===== config.mk =====
export PLATFORM = sky130hd
export DESIGN_NAME = serial_subtractor
export DESIGN_NICKNAME = d
export VERILOG_FILES = /design/src/rtl/serial_subtractor.sv
export SDC_FILE = /design/constraint.sdc
export NUM_CORES = 1
export LEC_CHECK = 0
export CORE_ASPECT_RATIO = 1.1
export CORE_MARGIN = 8
export CORE_UTILIZATION = 30
export DETAILED_ROUTE_END_ITERATION = 10
export SYNTH_ARGS = -nofsm -noshare
export SYNTH_HDL_FRONTEND = slang
export SYNTH_SLANG_ARGS = --single-unit

===== constraint.sdc =====
create_clock -name clk_i -period 1.3 [get_ports clk_i]
set_input_delay 0.26 -clock clk_i [delete_from_list [all_inputs] [get_ports clk_i]]
set_output_delay 0.26 -clock clk_i [all_outputs]
set_load 0.01 [all_outputs]

===== src/rtl/serial_subtractor.sv =====
// Bit-serial LSB-first subtractor (diff = a - b) built from one full-subtractor cell
// and a borrow flip-flop; one bit per clock, single-cycle done strobe at the end.
module serial_subtractor #(
  parameter int unsigned WIDTH = 8
) (
  input  logic             clk_i,
  input  logic             rst_i,
  input  logic             start_i,
  input  logic [WIDTH-1:0] a_i,
  input  logic [WIDTH-1:0] b_i,
  output logic             busy_o,
  output logic             done_o,
  output logic [WIDTH-1:0] diff_o,
  output logic             borrow_o
);

  localparam int unsigned CntW = $clog2(WIDTH);
  localparam logic [CntW-1:0] CntLast = CntW'(WIDTH - 1);

  typedef enum logic [1:0] {StIdle, StShift, StDone} state_e;

  state_e           state_q, state_d;
  logic [WIDTH-1:0] a_sr_q, a_sr_d;
  logic [WIDTH-1:0] b_sr_q, b_sr_d;
  logic [WIDTH-1:0] diff_q, diff_d;
  logic [CntW-1:0]  cnt_q, cnt_d;
  logic             bin_q, bin_d;
  logic             borrow_q, borrow_d;

  logic a_bit, b_bit, d_bit, bout_bit;

  // Full-subtractor cell on the current LSBs.
  assign a_bit    = a_sr_q[0];
  assign b_bit    = b_sr_q[0];
  assign d_bit    = a_bit ^ b_bit ^ bin_q;
  assign bout_bit = (~a_bit & b_bit) | (~(a_bit ^ b_bit) & bin_q);

  always_comb begin
    state_d  = state_q;
    a_sr_d   = a_sr_q;
    b_sr_d   = b_sr_q;
    diff_d   = diff_q;
    cnt_d    = cnt_q;
    bin_d    = bin_q;
    borrow_d = borrow_q;
    unique case (state_q)
      StIdle, StDone: begin
        if (start_i) begin
          state_d = StShift;
          a_sr_d  = a_i;
          b_sr_d  = b_i;
          bin_d   = 1'b0;
          cnt_d   = '0;
        end else begin
          state_d = StIdle;
        end
      end
      StShift: begin
        a_sr_d = a_sr_q >> 1;
        b_sr_d = b_sr_q >> 1;
        diff_d = {d_bit, diff_q[WIDTH-1:1]};
        bin_d  = bout_bit;
        cnt_d  = cnt_q + 1'b1;
        // Borrow output only moves on the final bit so it holds between ops.
        if (cnt_q == CntLast) begin
          state_d  = StDone;
          borrow_d = bout_bit;
        end
      end
      default: state_d = StIdle;
    endcase
  end

  always_ff @(posedge clk_i) begin
    if (rst_i) begin
      state_q  <= StIdle;
      a_sr_q   <= '0;
      b_sr_q   <= '0;
      diff_q   <= '0;
      cnt_q    <= '0;
      bin_q    <= 1'b0;
      borrow_q <= 1'b0;
    end else begin
      state_q  <= state_d;
      a_sr_q   <= a_sr_d;
      b_sr_q   <= b_sr_d;
      diff_q   <= diff_d;
      cnt_q    <= cnt_d;
      bin_q    <= bin_d;
      borrow_q <= borrow_d;
    end
  end

  assign busy_o   = (state_q == StShift);
  assign done_o   = (state_q == StDone);
  assign diff_o   = diff_q;
  assign borrow_o = borrow_q;

endmodule


======== Yosys cells after proc, flatten, opt, wreduce, memory -nomap -nowiden ========
Cells that the tools add are included.
word-level totals
  bits in registers ....................... 31
  input port bits ......................... 19
  output and inout bits ................... 11
  logic and storage cells ................. 36
cells by class
  $add $sub $neg .......................... 1
  equal/unequal tests ..................... 5
  multiplexer cells ....................... 11
  bitwise operators ....................... 7
  reduce and logical (&&, ||, !) cells .... 5
operators with widths
  cell                                                                      count
  8-bit one-hot mux with 2 select lines                                     2
  8-bit 2-to-1 mux                                                          2
  3-bit one-hot mux with 2 select lines                                     1
  2-bit one-hot mux with 2 select lines                                     1
  2-bit AND reduction                                                       2
  3-bit by 1-bit adder with 3-bit output (second input constant)            1
  3-bit == test (second input constant)                                     1
  3-bit 2-to-1 mux                                                          1
  1-bit AND                                                                 2
  2-bit by 1-bit == test with 1-bit output (second input constant)          1
  2-bit == test (second input constant)                                     1
  2-bit zero test                                                           1
  1-bit 2-to-1 mux                                                          2
  2-bit 2-to-1 mux                                                          1
  2-bit by 1-bit inequality test with 1-bit output (second input constant)  1
  2-bit inequality test (second input constant)                             1
  1-bit inverter                                                            2
  1-bit one-hot mux with 2 select lines                                     1
  2-bit nonzero test                                                        1
  2-bit OR reduction                                                        1
  1-bit bitwise XOR                                                         2
  1-bit bitwise OR                                                          1

======== Longest topological paths before layout ========
Gate-level depths: netlist of run 1.
  word-level depth ........................ 5
  mapped depth ............................ 6
  gate-level depth less buffers ........... 4

======== Worst setup path after synthesis of run 1 ========
OpenSTA, ideal clock, no wires.
  path kind ............................... reg2reg
  start point ............................. register b_sr_q[0]
  end point ............................... register bin_q
  setup time .............................. 71 ps
  arrival time ............................ 976 ps
  data required time ...................... 1229 ps
  path slack .............................. 253 ps
  cell stages (with the launch flop) ...... 5
  buffers on the path ..................... 0
  period minus slack after synthesis ...... 1047 ps
  path through ............................ dfxtp_1 inv_1 fa_1 nand2b_1 a21oi_1
between the ends
  word-level cells in the longest chain between the ends .. 5
  elaborated cells on any way between the ends .. 6
  those cells by class .................... mux: 1; bitwise: 5
ends and longest elaborated chain
  element                                  RTL line  text
  start: declaration                       24        logic [WIDTH-1:0] b_sr_q, b_sr_d;
  start signal: assignment                 86        b_sr_q <= b_sr_d;
  1-bit bitwise XOR                        36        assign bout_bit = (~a_bit & b_bit) | (~(a_bit ^ b_bit) & bin_q);
  1-bit inverter                           36
  1-bit AND                                36
  1-bit bitwise OR *                       36
  1-bit one-hot mux with 2 select lines *  46        unique case (state_q)
  end signal: assignment                   89        bin_q <= bin_d;
  end: declaration                         27        logic bin_q, bin_d;
Every way passes the cells marked *; elsewhere a longest branch is shown, timed or not.
A chain may end at the register's enable or synchronous reset.

======== Worst setup path after layout of run 1 ========
  start point ............................. register state_q[1]
  end point ............................... output busy_o
between the ends
  word-level cells in the longest chain between the ends .. 1
ends and longest elaborated chain
  element                                   RTL line  text
  start: declaration                        22        state_e state_q, state_d;
  start signal: assignment                  76        state_q <= StIdle;
  start signal: assignment                  84        state_q <= state_d;
  2-bit by 1-bit == test with 1-bit output  94        assign busy_o = (state_q == StShift);
  end: declaration                          11        output logic busy_o,
No other way between the ends.

==> impl_results.md, run 1 <==
* Synthesized net count at 180
* Vias per cell at 4.72
* Clk slew on worst S/H paths at roughly 60 ps
* Final setup fails at 0
* Post-CTS setup buffers at 0
* GPL Wtd Cong at 0.658
* Most common cell in the netlist: nand2_1
* Cts hold-fix bufs at 0
* Nets at 209
* Die area at 6810 µm²
* Yosys cell types at 20
* Seq/Total Area, Yosys at 0.467
* Clock share of power at 0.382
* Fin. Hold Viols at 0
* Setup Skew at 2.36 ps
* Drc violations at 0
* Mapped Area at 1330 µm²
* WS Path Type: register to primary output
* CP Data Arrival Time at 1010 ps
* CTS tree: yes
* Comb power frac at 0.138
* Die Y at roughly 86 µm
* TNS Setup at 0 ps
* Peak VDD IR at 0.380 mV
* Clk Latency, worst-skew pair at 280 ps
* Vias in the first global route at 1127
* Syn avg cell area at 8.40 µm²
* Clk sinks at 31
* Ant diodes at 0
* Critical Path Sink Type: primary output
* # IOs at 30
* Yosys top cell by area: dfxtp_1
* Flop pwr share at 0.480
* Worst slew margin at 0.835
* Max-slew violations at 0
* P_int at 1640 µW
* Most frequent cells after synthesis: nand2_1 (49), dfxtp_1 (31), nor2_1 (16)
* Clock Tree Root: clkbuf_8
* Vias at 1142
* CP Data Required Time at 1040 ps
* Final worst-path cycle share at 0.976
* Leak at between 0.0006 and 0.0007 µW
* FP Rows at 25
* Largest cells by area after synthesis: dfxtp_1 (47%), nand2_1 (14%), a311oi_1 (9.9%)
* Net Sw Power at approximately 530 µW
* Fraction of layout cells with a size suffix above 1 at 0.117
* Slew @ Worst Pin at around 250 ps
* CTS-repair resized insts at 16
* Routed WL at roughly 2.9 mm
* Initial antenna violation count at 0
* Post-route setup slack at ~32 ps
* Switching Fraction at 0.244
* H-tree Lvls at 2
* Syn. warnings at 0
* CP Max Fanout at 2
* Iteration-0 DRC Markers at 72
* Num CTS Buffers at 5
* Antenna Nets Post-Route at 0
* P&R area growth vs syn at 30.9%
* Drt pass-1 iters at 4
* Startpoint types: register
* Largest net degree at the start of global routing at 44
* Min Tclk post-route at 1270 ps
* Worst reg2reg setup slack at 120 ps
* WHS at 455 ps
* Routed WL per cell at 11.8 µm
* Max-cap violations at 0
* Initial Util at 0.310
* PortBufs at 29
* Post-synth top area share at 0.467
* Most used DFF post-synth: dfxtp_1
* Post-DP HPWL at 1.89 mm
* Synthesized flop and latch total at 31
* Cells after synthesis at 158
* DP Worst Slack at -276 ps
* GRT Util Overall at 0.0906
* Placed Cells incl. Taps at 234
* Layout Cells excl Fill at ~240
* CTS Buffer Depth at 2
* Hold Crit Class: register to register
* CORE AREA at 4290 µm²
* Chip Width at between 70 and 80 µm
* Async SR Flop Fraction at 0
* GRT overflow at 0
* Global-route wire length before repair at 4.91 mm
* Fmax at 0.788 GHz
* PwrDens at around 1200 nW/µm²
* Status: complete, no violations
* Post-synth EDFFs at 0
==> area by class of cell <==
class / instances / area [µm²]
inverter: 3 / 13.8
multi-input combinational: 111 / 594
timing repair buffer: 35 / 340
sequential: 31 / 622
fill: 453 / 2550
clock buffer: 8 / 100
tap: 54 / 67.6
==> cells by family (layout without fill, tap and decap cells) <==
logic type,Yosys count,count (layout),share of synthesized area
AO/OA/AOI/OAI,31,31,0.161
flip-flops,31,31,0.467
buffers and inverters,16,46,0.0971
adder cells (fa/ha/maj),3,3,0.0339
AND/OR/NAND/NOR,77,77,0.240
==> critical path, cell delays in order, from the launching register on <==
cell	delay, ps
dfxtp_1	310
nand2b_4	160
inv_4	50
clkdlybuf4s15_2	210
==> flip-flops by register name, summed over array words and instances (netlist names) <==
name,flops
bin_q,1
cnt_q,3
a_sr_q,8
b_sr_q,8
diff_o,8
state_q,2
borrow_o,1
==> stage by stage <==
step	instance area, µm²	total power (µW)	util
after floorplan	1330	1260	-
final	1740	2160	0.406
after CTS	1720	2170	0.401
after detailed placement	1630	1350	0.380
after global placement	1630	1350	0.380
after global routing	1740	2280	0.406
==> cell usage in the layout (no fill, tap or decap), types with 4 or more instances in the layout <==
cell	n
buf_4	4
a311oi_1	14
clkbuf_8	7
nand2_1	49
nor2_1	16
nand3_1	6
dlygate4sd2_1	9
a21oi_1	15
clkdlybuf4s50_1	18
dfxtp_1	30
==> worst paths after layout <==
| check | from | end | cells after the start |
|---|---|---|---|
| hold reg to reg | diff_o[0] | diff_o[0] | 2 |
| hold / removal | diff_o[0] | diff_o[0] | 2 |
| setup reg to reg | state_q[0] | a_sr_q[2] | 5 |
| setup / recovery | state_q[1] | busy_o | 3 |
==> power by group through the flow <==
stage | Clock, µW | Sequential (µW) | Combinational, µW
after global placement | 0 | 1060 | 290
after CTS | 845 | 1040 | 290
after global routing | 897 | 1050 | 336
after floorplan | 0 | 1050 | 209
final | 827 | 1040 | 299
after detailed placement | 0 | 1060 | 292
==> metal layers <==
layer,vias to the layer above,part of all wire,wire length (µm),global-route usage
met5,-,0,0,0
li1,589,-,-,-
met4,0,0.031,90,0.0658
met2,23,0.44,1260,0.144
met3,7,0.044,127,0.0251
met1,523,0.48,1380,0.101
(Power assumes the default switching activity.)
==> run 2, diff against run 1 <==
--- a/config.mk
+++ b/config.mk
@@ -5,8 +5,10 @@
 export SDC_FILE = /design/constraint.sdc
 export NUM_CORES = 1
 export LEC_CHECK = 0
+export ABC_CLOCK_PERIOD_IN_PS = 1300
+export CAP_MARGIN = 40
 export CORE_ASPECT_RATIO = 1.1
-export CORE_MARGIN = 8
+export CORE_MARGIN = 2
 export CORE_UTILIZATION = 30
 export DETAILED_ROUTE_END_ITERATION = 10
 export SYNTH_ARGS = -nofsm -noshare
==> run 2 against run 1 <==
Hold slack improved by 2.1 ps. Sequential share of layout area rose by 0.078 points. Critical endpoint is now done_o. Final area fell by 0.22%. Via count rose by 1.1%. Clock skew rose by 3.1 ps. Count of clock-buffer cells in the layout did not move. Clock power fell by 0.8%. Sequential power barely moved. First-iteration DRC count fell by 4.2%. Wire length fell by 5.5%.
==> impl_results.md, run 2 (synthesized netlist as in run 1, its figures left out) <==
* # IOs at 30 (unchanged)
* Fin area at 1730 µm² (-0.22%)
* Peak VDD IR at 0.456 mV (+20%)
* Drt pass-1 iters at 4 (unchanged)
* Clk sinks at 31 (unchanged)
* GRT overflow at 0 (unchanged)
* P&R area growth vs syn at 30.6%
* Die area at 4970 µm² (-27%)
* Vias in the first global route at 1023 (-9.2%)
* CTS Buffer Depth at 2 (unchanged)
* Vias per cell at 4.77 (+1.1%)
* Final worst-path cycle share at 0.952 (-0.0241)
* Antenna Nets Post-Route at 0 (unchanged)
* RSZ-0062 raised after global routing: no
* Crit-path cells: and2b_2, buf_2
* Largest net degree at the start of global routing at 44 (unchanged)
* Initial antenna violation count at 0 (unchanged)
* FF-to-FF path depth at 4 (-1)
* Num CTS Buffers at 5 (unchanged)
* Routed WL per cell at 11.2 µm (-5.5%)
* Worst slew margin at 0.791 (-0.0441)
* Slew @ Worst Pin at 314 ps (+66.2 ps)
* H-tree Lvls at 2 (unchanged)
* Commonest non-fill, non-tap cells in the layout: nand2_1 (49), dfxtp_1 (30), clkdlybuf4s50_1 (18)
* Global-route wire length before repair at 4.39 mm (-11%)
* Leak at 0.000689 µW (about the same)
* CP max-delay cell: dfxtp_2
* GRT Util Overall at 0.120 (+0.0295)
* Post-route setup slack at 62.9 ps (+31.3 ps)
* CP Data Required Time at 1040 ps (about the same)
* CORE AREA at 4290 µm² (unchanged)
* Max-slew violations at 0 (unchanged)
* RR Endpoint: a_sr_q[1]
* HP Start: diff_o[0]
* Switching Fraction at 0.242 (-0.00146)
* Clk Latency, worst-skew pair at 280 ps (about the same)
* WS Path Type: register to primary output
* TNS Setup at 0 ps (unchanged)
* Post-DP HPWL at 1.75 mm (-7.4%)
* Fraction of layout cells with a size suffix above 1 at 0.122 (+0.00532)
* Clock share of power at 0.380 (-0.002)
* Fin. Hold Viols at 0 (unchanged)
* PwrDens at 1240 nW/µm² (-0.13%)
* Nets at 209 (unchanged)
* CP Max Fanout at 3 (+1)
* Hold Crit Class: register to register
* Chip Width at 67.4 µm (-15%)
* Fin util at 0.405 (-0.000875)
* Net Sw Power at 523 µW (-0.95%)
* Initial Util at 0.310 (unchanged)
* Drc violations at 0 (unchanged)
* CTS tree: yes
* Commonest non-fill, non-tap cell in the layout: nand2_1
* Setup Skew at 5.43 ps (+3.06 ps)
* Clk slew on worst S/H paths at 60 ps (about the same)
* Die Y at 73.8 µm (-14%)
* Hold depth at 2 (unchanged)
* Flop pwr share at 0.482 (+0.002)
* PortBufs at 29 (unchanged)
* CP peak stage delay at 350 ps (+40 ps)
* Vias at 1154 (+1.1%)
* Routed WL at 2.70 mm (-5.5%)
* Final setup fails at 0 (unchanged)
* Hold EP: diff_o[0]
* Cell area after placement at 1630 µm² (unchanged)
* P_int at 1630 µW (-0.15%)
* Reg-to-reg startpoint: state_q[1]
* Clock Tree Root: clkbuf_8
* GPL Wtd Cong at 0.665 (+1.0%)
* Min Tclk post-route at 1240 ps (-31.3 ps)
* Status: complete, no violations
* FP Rows at 25 (unchanged)
* DP Worst Slack at -300 ps (-23.5 ps)
* Ant diodes at 0 (unchanged)
* CP Data Arrival Time at 980 ps (-30 ps)
* Iteration-0 DRC Markers at 69 (-4.2%)
* Max-cap violations at 0 (unchanged)
* Comb power frac at 0.138 (about the same)
* Worst reg2reg setup slack at 110 ps (about the same)
* Critical Path Sink Type: primary output
* Fmax at 0.808 GHz (+2.5%)
* Startpoint types: register
==> run 2: cell types whose count changed in the layout (fill, tap and decap cells not counted) <==
cell	delta
a311oi_1	-1
a311oi_2	+1
buf_6	+1
buf_8	-1
clkbuf_2	+1
clkdlybuf4s15_2	-1
==> run 2: worst max path at each step <==
stage                     cells past startpoint  slack (ps)   endpoint  startpoint
after floorplan                               4         250      bin_q   b_sr_q[0]
after global placement                        4        -260  a_sr_q[1]     start_i
after detailed placement                      4        -300  b_sr_q[6]     start_i
after CTS                                     3          10     busy_o  state_q[1]
after global routing                          4           8  a_sr_q[1]     start_i
final                                         2          60     done_o  state_q[0]
==> run 2: worst max-delay path, delay by kind of cell, from the launching register on <==
kind | cells | cell delay [ps]
DFF | 1 | 350
buffers and inverters | 1 | 130
and+or+nand+nor | 1 | 210
==> run 2: cell type report <==
cell class / instances / area, µm²
multi-input cells: 111 / 601
clock buffers: 8 / 100
repair buffers: 35 / 330
inverters: 3 / 13.8
flip-flops and latches: 31 / 622
well taps: 54 / 67.6
fillers: 448 / 2550
==> run 2: repair_timing <==
item	4_1_cts	5_1_grt
setup buffers	0	0
pin swaps	0	0
hold buffers	0	0
gates resized for setup	19	3
endpoints found under the setup margin	22	3
==> run 2: metal layers <==
layer  part of all wire  track usage
met2               0.46        0.180
met3              0.064       0.0521
met5                  0            0
met4              0.010       0.0544
met1               0.46        0.148
==> run 2: through the flow <==
stage | hold WS (ps) | total power [µW] | instances
global placement | 443 | 1350 | 234
finish | 457 | 2160 | 242
CTS | 458 | 2200 | 242
global route | 492 | 2280 | 242
floorplan | 332 | 1260 | 158
detailed placement | 452 | 1350 | 234
==> run 2: power by group through the flow <==
stage               Combinational [µW]  Sequential (µW)  Clock [µW]
floorplan                          209             1050           0
global placement                   291             1060           0
detailed placement                 295             1060           0
CTS                                298             1040         858
global route                       337             1050         902
finish                             298             1040         820
==> run 3, diff against run 2 <==
--- a/config.mk
+++ b/config.mk
@@ -9,8 +9,9 @@
 export CAP_MARGIN = 40
 export CORE_ASPECT_RATIO = 1.1
 export CORE_MARGIN = 2
-export CORE_UTILIZATION = 30
+export CORE_UTILIZATION = 49
 export DETAILED_ROUTE_END_ITERATION = 10
+export PLACE_DENSITY = 0.78
 export SYNTH_ARGS = -nofsm -noshare
 export SYNTH_HDL_FRONTEND = slang
 export SYNTH_SLANG_ARGS = --single-unit
==> run 3 against run 2 <==
Setup slack got worse by 57 ps. Die area decreased by 37%. Clock power decreased by 36%. Highest routed layer unchanged. Power decreased by 14%.
==> impl_results.md, run 3 (synthesized netlist as in run 1, its figures left out) <==
* PortBufs at 29 (unchanged)
* Antenna Nets Post-Route at 0 (unchanged)
* PwrDens at 1120 nW/µm² (-10%)
* GRT Util Overall at 0.192 (+0.0721)
* Comb power frac at 0.159 (+0.021)
* Drt pass-1 iters at 4 (unchanged)
* Post-CTS setup buffers at 0 (unchanged)
* Slew @ Worst Pin at 361 ps (+47.5 ps)
* Die Y at 58.6 µm (-21%)
* WHS at 462 ps (+4.33 ps)
* Post-DP HPWL at 1.69 mm (-3.5%)
* Ant diodes at 0 (unchanged)
* Clock Tree Root: clkbuf_4
* Peak VDD IR at 0.950 mV (+110%)
* Fin util at 0.653 (+0.248)
* Crit-path cells: and2b_2, buf_6
* Fmax at 0.772 GHz (-4.4%)
* Clock share of power at 0.282 (-0.098)
* Routed WL per cell at 12.3 µm (+10%)
* FP Rows at 19 (-24%)
* Setup Skew at 14.2 ps (+8.79 ps)
* Startpoint types: register
* Final worst-path cycle share at 0.996 (+0.0442)
* # IOs at 30 (unchanged)
* Worst reg2reg setup slack at 80 ps (-30 ps)
* Iteration-0 DRC Markers at 23 (-67%)
* Cts hold-fix bufs at 0 (unchanged)
* Min Tclk post-route at 1290 ps (+57.5 ps)
* CP max-delay cell: dfxtp_4
* Clk sinks at 31 (unchanged)
* Register area at 624 µm² (+0.40%)
* Max-cap violations at 0 (unchanged)
* Hold EP: diff_o[0]
* Vias per cell at 5.31 (+11%)
* Hold Crit Class: register to register
* HP Start: diff_o[0]
* Hold depth at 2 (unchanged)
* Critical Path Sink Type: primary output
* CORE AREA at 2540 µm² (-41%)
* Worst slew margin at 0.759 (-0.0317)
* WS Path Type: register to primary output
* Flop pwr share at 0.560 (+0.078)
* GPL Wtd Cong at 0.687 (+3.3%)
* Die area at 3140 µm² (-37%)
* Nets at 208 (-0.48%)
* CTS-repair resized insts at 20 (+1)
* Initial Util at 0.522 (+0.212)
* Chip Width at 53.6 µm (-20%)
* Routed WL at 2.68 mm (-0.81%)
* Switching Fraction at 0.268 (+0.0254)
* Max-slew violations at 0 (unchanged)
* Status: complete, no violations
* RR Endpoint: b_sr_q[0]
* CP Data Required Time at 1040 ps (about the same)
* Commonest non-fill, non-tap cells in the layout: nand2_1 (49), dfxtp_1 (30), clkdlybuf4s50_1 (18)
* CP Max Fanout at 4 (+1)
* Net Sw Power at 498 µW (-4.9%)
* Clk slew on worst S/H paths at 90 ps (+30 ps)
* CTS tree: yes
* Leak at 0.000665 µW (-3.5%)
* CP Data Arrival Time at 1030 ps (+50 ps)
* Drc violations at 0 (unchanged)
* P_int at 1360 µW (-17%)
* CTS Buffer Depth at 2 (unchanged)
* Global-route wire length before repair at 4.47 mm (+1.9%)
* Fillcell total at 226 (-50%)
* GRT overflow at 0 (unchanged)
* Num CTS Buffers at 5 (unchanged)
* Vias in the first global route at 1110 (+8.5%)
* Vias at 1158 (+0.35%)
* FF-to-FF path depth at 5 (+1)
* CP peak stage delay at 380 ps (+30 ps)
* RSZ-0062 raised after global routing: yes
* Multi-input gate area at 592 µm² (-1.5%)
* P&R area growth vs syn at 25.1%
* Initial antenna violation count at 0 (unchanged)
* Commonest non-fill, non-tap cell in the layout: nand2_1
* Reg-to-reg startpoint: state_q[0]
* Clk Latency, worst-skew pair at 330 ps (+50 ps)
* H-tree Lvls at 2 (unchanged)
* Final setup fails at 0 (unchanged)
* Fraction of layout cells with a size suffix above 1 at 0.107 (-0.0154)
* Largest net degree at the start of global routing at 44 (unchanged)
* Fin. Hold Viols at 0 (unchanged)
==> run 3: power by group through the flow <==
stage / logic, µW / registers (µW) / clock network, µW
after floorplan: 209 / 1050 / 0
after global placement: 283 / 1060 / 0
after detailed placement: 290 / 1060 / 0
after CTS: 291 / 1040 / 545
after global routing: 327 / 1050 / 573
final: 295 / 1040 / 523
==> run 3: area by class of cell <==
type                    count  share of cell area
inverters                   3             0.00829
clock buffers               7              0.0271
well taps                  31              0.0234
clock inverters             1             0.00301
flip-flops and latches     31               0.376
multi-input cells         111               0.356
repair buffers             34               0.206
==> run 3: stage by stage <==
stage / cells / setup TNS [ps] / instance area, µm² / power [µW] / worst slack [ps]
floorplan: 158 / 0 / 1330 / 1260 / 253
global placement: 210 / -4600 / 1600 / 1340 / -235
detailed placement: 210 / -5000 / 1600 / 1350 / -261
CTS: 218 / -28.6 / 1650 / 1880 / -28.6
global route: 218 / -31.7 / 1660 / 1950 / -31.7
finish: 218 / 0 / 1660 / 1860 / 5.48
==> run 3: worst max-delay path, delay by kind of cell (launching register included) <==
family	cells	cell delay, ps
flops	1	380
simple gates	1	220
buf+inv	1	110
==> run 3: worst max path at each step <==
stage	end	slack, ps	cells past startpoint	startpoint
2_1_floorplan	bin_q	250	4	b_sr_q[0]
3_5_place_dp	b_sr_q[0]	-260	4	start_i
3_3_place_gp	a_sr_q[6]	-230	4	start_i
6_report	done_o	5	2	state_q[0]
5_1_grt	done_o	-30	2	state_q[0]
4_1_cts	done_o	-30	2	state_q[0]
==> run 3: layer usage <==
layer  wire (µm)  part of all wire  GRT usage  up-vias
met3         184             0.069     0.0787        3
met2        1270              0.47      0.303       28
met1        1200              0.45      0.235      541
met4          26            0.0097     0.0659        0
met5           0                 0          0        -
li1            -                 -          -      586
